$ cat src/rtl/band_meter_pkg.sv
// rtl/band_meter_pkg.sv - shared widths and bus slicing helpers for the band level meter
package band_meter_pkg;

    localparam int NUM_BANDS  = 4;
    localparam int SAMPLE_W   = 16;
    localparam int MAG_W      = 15;
    localparam int BUS_W      = NUM_BANDS * SAMPLE_W;
    localparam int PEAK_BUS_W = NUM_BANDS * MAG_W;

    function automatic logic [SAMPLE_W-1:0] band_sample(input logic [BUS_W-1:0] bus, input int b);
        return bus[b*SAMPLE_W +: SAMPLE_W];
    endfunction

endpackage

$ cat src/rtl/band_accum.sv
// rtl/band_accum.sv - one band: magnitude extract, window accumulator, mean result
// Optional peak register built when LEVEL_PEAK_EN is defined.
module band_accum
    import band_meter_pkg::*;
#(
    parameter int WIN_LOG2 = 4
) (
    input  logic                i_clk,
    input  logic                i_rst,
    input  logic                i_sample_en,
    input  logic                i_close,
    input  logic [SAMPLE_W-1:0] i_sample,
    output logic [MAG_W-1:0]    o_level
`ifdef LEVEL_PEAK_EN
    ,
    output logic [MAG_W-1:0]    o_peak
`endif
);

    localparam int ACC_W = MAG_W + WIN_LOG2;

    logic [MAG_W-1:0] w_mag;
    logic             w_unused_sign;
    logic [ACC_W-1:0] w_sum;
    logic [ACC_W-1:0] r_acc;

    // Sign is dropped, so negative zero reads as magnitude 0.
    assign w_mag         = i_sample[MAG_W-1:0];
    assign w_unused_sign = i_sample[SAMPLE_W-1];
    assign w_sum         = r_acc + ACC_W'(w_mag);
    assign o_level       = w_sum[ACC_W-1:WIN_LOG2];

    always_ff @(posedge i_clk) begin
        if (i_rst) begin
            r_acc <= '0;
        end else if (i_sample_en) begin
            r_acc <= i_close ? '0 : w_sum;
        end
    end

`ifdef LEVEL_PEAK_EN
    logic [MAG_W-1:0] r_peak;
    logic [MAG_W-1:0] w_peak_next;

    assign w_peak_next = (w_mag > r_peak) ? w_mag : r_peak;
    assign o_peak      = w_peak_next;

    always_ff @(posedge i_clk) begin
        if (i_rst) begin
            r_peak <= '0;
        end else if (i_sample_en) begin
            r_peak <= i_close ? '0 : w_peak_next;
        end
    end
`endif

endmodule

$ cat src/rtl/band_level_meter.sv
// rtl/band_level_meter.sv - per-band mean level meter with valid/ready output and sticky overrun
// Define LEVEL_PEAK_EN to build the per-band peak detector; otherwise peak_out is tied to 0.
module band_level_meter
    import band_meter_pkg::*;
#(
    parameter int WIN_LOG2 = 4
) (
    input  logic                  clk_slow,
    input  logic                  rst,
    input  logic                  sample_en,
    input  logic [BUS_W-1:0]      band_in,
    output logic [BUS_W-1:0]      level_out,
    output logic [PEAK_BUS_W-1:0] peak_out,
    output logic                  level_valid,
    input  logic                  level_ready,
    output logic                  overrun
);

    logic [WIN_LOG2-1:0] r_cnt;
    logic [BUS_W-1:0]    r_level;
    logic                r_valid;
    logic                r_overrun;
    logic                w_close;
    logic [MAG_W-1:0]    w_level [NUM_BANDS];
`ifdef LEVEL_PEAK_EN
    logic [MAG_W-1:0]      w_peak [NUM_BANDS];
    logic [PEAK_BUS_W-1:0] r_peak;
`endif

    assign w_close = sample_en && (r_cnt == {WIN_LOG2{1'b1}});

    for (genvar b = 0; b < NUM_BANDS; b++) begin : g_band
        band_accum #(
            .WIN_LOG2    (WIN_LOG2)
        ) u_accum (
            .i_clk       (clk_slow),
            .i_rst       (rst),
            .i_sample_en (sample_en),
            .i_close     (w_close),
            .i_sample    (band_sample(band_in, b)),
            .o_level     (w_level[b])
`ifdef LEVEL_PEAK_EN
            ,
            .o_peak      (w_peak[b])
`endif
        );
    end

    // A load always wins over a transfer; overrun only when the old result was never taken.
    always_ff @(posedge clk_slow) begin
        if (rst) begin
            r_cnt     <= '0;
            r_level   <= '0;
            r_valid   <= 1'b0;
            r_overrun <= 1'b0;
        end else begin
            if (sample_en) begin
                r_cnt <= r_cnt + 1'b1;
            end
            if (w_close) begin
                for (int b = 0; b < NUM_BANDS; b++) begin
                    r_level[b*SAMPLE_W +: SAMPLE_W] <= {1'b0, w_level[b]};
                end
                r_valid <= 1'b1;
                if (r_valid && !level_ready) begin
                    r_overrun <= 1'b1;
                end
            end else if (level_ready) begin
                r_valid <= 1'b0;
            end
        end
    end

`ifdef LEVEL_PEAK_EN
    always_ff @(posedge clk_slow) begin
        if (rst) begin
            r_peak <= '0;
        end else if (w_close) begin
            for (int b = 0; b < NUM_BANDS; b++) begin
                r_peak[b*MAG_W +: MAG_W] <= w_peak[b];
            end
        end
    end
    assign peak_out = r_peak;
`else
    assign peak_out = '0;
`endif

    assign level_out   = r_level;
    assign level_valid = r_valid;
    assign overrun     = r_overrun;

endmodule

$ cat config.mk
export PLATFORM = sky130hd
export DESIGN_NAME = band_level_meter
export DESIGN_NICKNAME = d
export VERILOG_FILES = /design/src/rtl/band_meter_pkg.sv /design/src/rtl/band_accum.sv /design/src/rtl/band_level_meter.sv
export SDC_FILE = /design/constraint.sdc
export NUM_CORES = 1
export LEC_CHECK = 0
export CAP_MARGIN = 30
export CELL_PAD_IN_SITES_DETAIL_PLACEMENT = 1
export CELL_PAD_IN_SITES_GLOBAL_PLACEMENT = 2
export CORE_MARGIN = 2
export CORE_UTILIZATION = 30
export CTS_CLUSTER_DIAMETER = 200
export CTS_CLUSTER_SIZE = 14
export DETAILED_ROUTE_END_ITERATION = 10
export PLACE_DENSITY_LB_ADDON = 0.1
export SYNTH_ARGS = -nofsm -noshare
export SYNTH_HDL_FRONTEND = slang
export SYNTH_SLANG_ARGS = --single-unit
$ cat constraint.sdc
create_clock -name clk_slow -period 3.45 [get_ports clk_slow]
set_clock_uncertainty 0.15 [all_clocks]
set_input_delay 0.345 -clock clk_slow [delete_from_list [all_inputs] [get_ports clk_slow]]
set_output_delay 0.345 -clock clk_slow [all_outputs]
set_load 0.01 [all_outputs]
==> run metrics <==
Die Wd=171.0 um; mapped cell area=8364 um^2; cts hold-fix bufs=0; Top delay family on crit path=compound AO/OA/AOI/OAI gates; Row Count=61; Seq/Total Area, Yosys=33.99%; Die Ht=171.0 um; crit-path cells=clkdlybuf4s50_1 -> ha_1 -> fa_1 -> a211oi_1 -> o21ai_1 -> a21oi_1 -> o31ai_2 -> nand4_1 -> or3_1 -> nand3_1; Seq. cell area=2843 um^2; Multi-input gate area=5062 um^2; Max Buffers Root-to-Sink=2; Avg Inst Size Synth=8.314 um^2; met2 WL=11.56 mm; Initial DRT Pass Iterations=4; Hold Crit Class=primary input to flop; largest net degree at the start of global routing=46; clk root buf=clkbuf_16; DR DRC count=0; routed vias=7356; combinational share of power=26.1%; WS Path Type=primary input to flop; wire length per cell=16.75 um; number of synthesis warnings=0; core area=27630 um^2; Flop pwr share=35.7%; Crit-path slowest cell=clkdlybuf4s50_1; clock sinks=142; Crit Reg-Reg Endpoint=level_out[14]; f_max=339.8 MHz; RSZ-0062 raised after global routing=no; Top Layer Used=met4; Post-synth ARST share=0%; Synth cell types=70; cell taking the most area after synthesis=dfxtp_1; CP arrival=3.16 ns; Worst Path Required=3.67 ns; EDFF count, synth=0; CTS HTree Levels=4; Hold Crit Endpoint=level_out[36]; final setup TNS=0 ns; Overflow after GRT=0; Slew Limit Fails=0; maximum VDD drop=0.0002853 V; setup violators final=0; GRT Total Usage=17.76%; Synth Flop Type=dfxtp_1; CTS tree=built; maxcap violations=0; hold depth=2; Slew Limit Headroom=53.28%; cells on worst reg2reg path=9; gpl congestion=0.7779; WP buf/inv=1; fill cell count=3295; Leak=4.213 nW; Final Hold Fails=0; Num CTS Buffers=17; DR vias/cell=4.852; clk_lat worst skew=0.43 ns; top-area cell type share of the netlist area=33.99%; remaining antenna violation count=0; Post-Syn Instances=1006; WL final=25.40 mm; post-CTS sizing=0; switching portion of total power=32.67%; r2r setup slk=0.58 ns; hold_sp=rst; crit path max fanout=5; crit share post-route=85.31%; Least-Margin Pin Slew=0.7009 ns; Tmin final=2.943 ns; layout overhead on the synthesized area=24.98%; layout cell share with drive strength beyond 1=7.030%; status=finished clean; pwr/cell area=492.7 nW/um^2; clock power share=38.2%; nets@finish=1258; M1 WL=12.89 mm; Final Power=5.150 mW; antenna cells=0; Worst setup EP type=flop; setup repair bufs after CTS=0; # port buffers=125; Critical Path Max Stage Delay=0.50 ns; met3 WL=736 um; die footprint=29230 um^2; vias in the first global route=7479; crit start category=primary input; # IOs=194; drt initial violations=261; first-pass GRT wire length=40.72 mm; synth top area cells=dfxtp_1 (34%), ha_1 (9.1%), a21oi_1 (6.3%); clock transition at the registers of the reported paths=0.06 ns; count of state elements after synthesis=142; NetSw=1.683 mW; cell-internal power=3.468 mW; Starting Density=30.27%; worst r2r src=g_band[0].u_accum.r_acc[0]; HPWL Detailed=18.61 mm; antenna violations before repair=0
[synthesized netlist by cell type, drive strengths merged (2+ instances only)]
master / n
a2111oi: 3
a211o: 3
a211oi: 16
a21o: 20
a21oi: 107
a22o: 28
a22oi: 16
a311oi: 2
a31o: 4
a31oi: 5
a41o: 2
and3: 10
and4: 2
buf: 71
clkbuf: 40
dfxtp: 142
fa: 4
ha: 61
inv: 11
nand2: 122
nand2b: 7
nand3: 26
nand3b: 4
nand4: 11
nor2: 79
nor2b: 4
nor3: 14
nor3b: 4
o211ai: 5
o21a: 9
o21ai: 70
o21bai: 6
o2bb2ai: 2
o31ai: 4
or2: 3
or3: 4
or4: 3
xnor2: 40
xor2: 26
[per-layer routing]
metal	track usage, %	vias to the layer above
li1	-	3698
met1	24.92	3522
met2	28.86	119
met3	2.452	17
met4	3.943	0
met5	0	-
[flip-flops by register name (all words and copies together) (netlist names)]
name	flops
r_cnt	4
g_band.u_accum.r_acc	76
level_valid	1
overrun	1
level_out	60
[worst reg2reg max path, stage by stage (launching register included)]
cell	delay, ns
dfxtp_1	0.32
ha_1	0.22
fa_1	0.40
a21o_1	0.22
a2111oi_4	0.42
o21a_4	0.23
o21ai_2	0.08
a41o_4	0.30
a31o_1	0.23
a311oi_2	0.21
[logic make-up after synthesis]
| family | count (synthesis) | synth area share, % |
|---|---|---|
| flops | 142 | 33.99 |
| compound gates | 311 | 24.47 |
| xor+xnor | 66 | 6.911 |
| simple gates | 297 | 15.99 |
| mux | 1 | 0.1197 |
| other cells | 1 | 0.04483 |
| fa+ha+maj | 65 | 10.08 |
| buf+inv | 123 | 8.392 |
[final cells by class]
class | count | share of cell area, %
multi-input cells | 804 | 48.43
clock inverters | 14 | 1.747
repair buffers | 148 | 13.57
inverters | 12 | 0.4309
flip-flops and latches | 142 | 27.19
clock buffers | 18 | 4.105
well taps | 378 | 4.524
[metrics by stage]
stage	utilization, %	area (um^2)	instances	worst slack (ns)	hold slack, ns
global route	37.84	10450	1516	0.3741	0.2202
CTS	37.84	10450	1516	0.5024	0.1949
floorplan	-	8601	1069	0.7521	0.2791
detailed placement	35.62	9842	1484	0.06103	0.2930
global placement	35.62	9842	1484	0.1003	0.2862
finish	37.84	10450	1516	0.5068	0.2081
[worst max-delay path by stage]
stage	from	endpoint	slack (ns)	depth (start not counted)
2_1_floorplan	band_in[0]	level_out[14]	0.75	9
3_3_place_gp	band_in[32]	level_out[42]	0.10	10
3_5_place_dp	band_in[32]	g_band[2].u_accum.r_acc[18]	0.06	10
4_1_cts	band_in[32]	g_band[2].u_accum.r_acc[18]	0.50	10
5_1_grt	band_in[32]	g_band[2].u_accum.r_acc[18]	0.37	10
6_report	band_in[32]	g_band[2].u_accum.r_acc[18]	0.51	10
[cells in the final DEF (no fill, tap or decap), types with 26 or more instances in the layout]
master           Yosys  routed
a21oi_1            106     106
a22o_1              28      28
clkdlybuf4s50_1      0     124
conb_1               1      64
dfxtp_1            142     142
ha_1                61      61
nand2_1            122     122
nand3_1             26      26
nor2_1              79      77
o21ai_0             65      65
xnor2_1             40      40
xor2_1              26      26
[power groups by stage]
stage / logic [mW] / registers [mW] / clock network [mW]
after global routing: 1.51 / 1.86 / 2.10
after global placement: 1.33 / 1.87 / 0
after detailed placement: 1.35 / 1.88 / 0
final: 1.35 / 1.84 / 1.97
after CTS: 1.36 / 1.84 / 2.03
after floorplan: 1.04 / 1.84 / 0
Power figures use the tool's default switching activity.
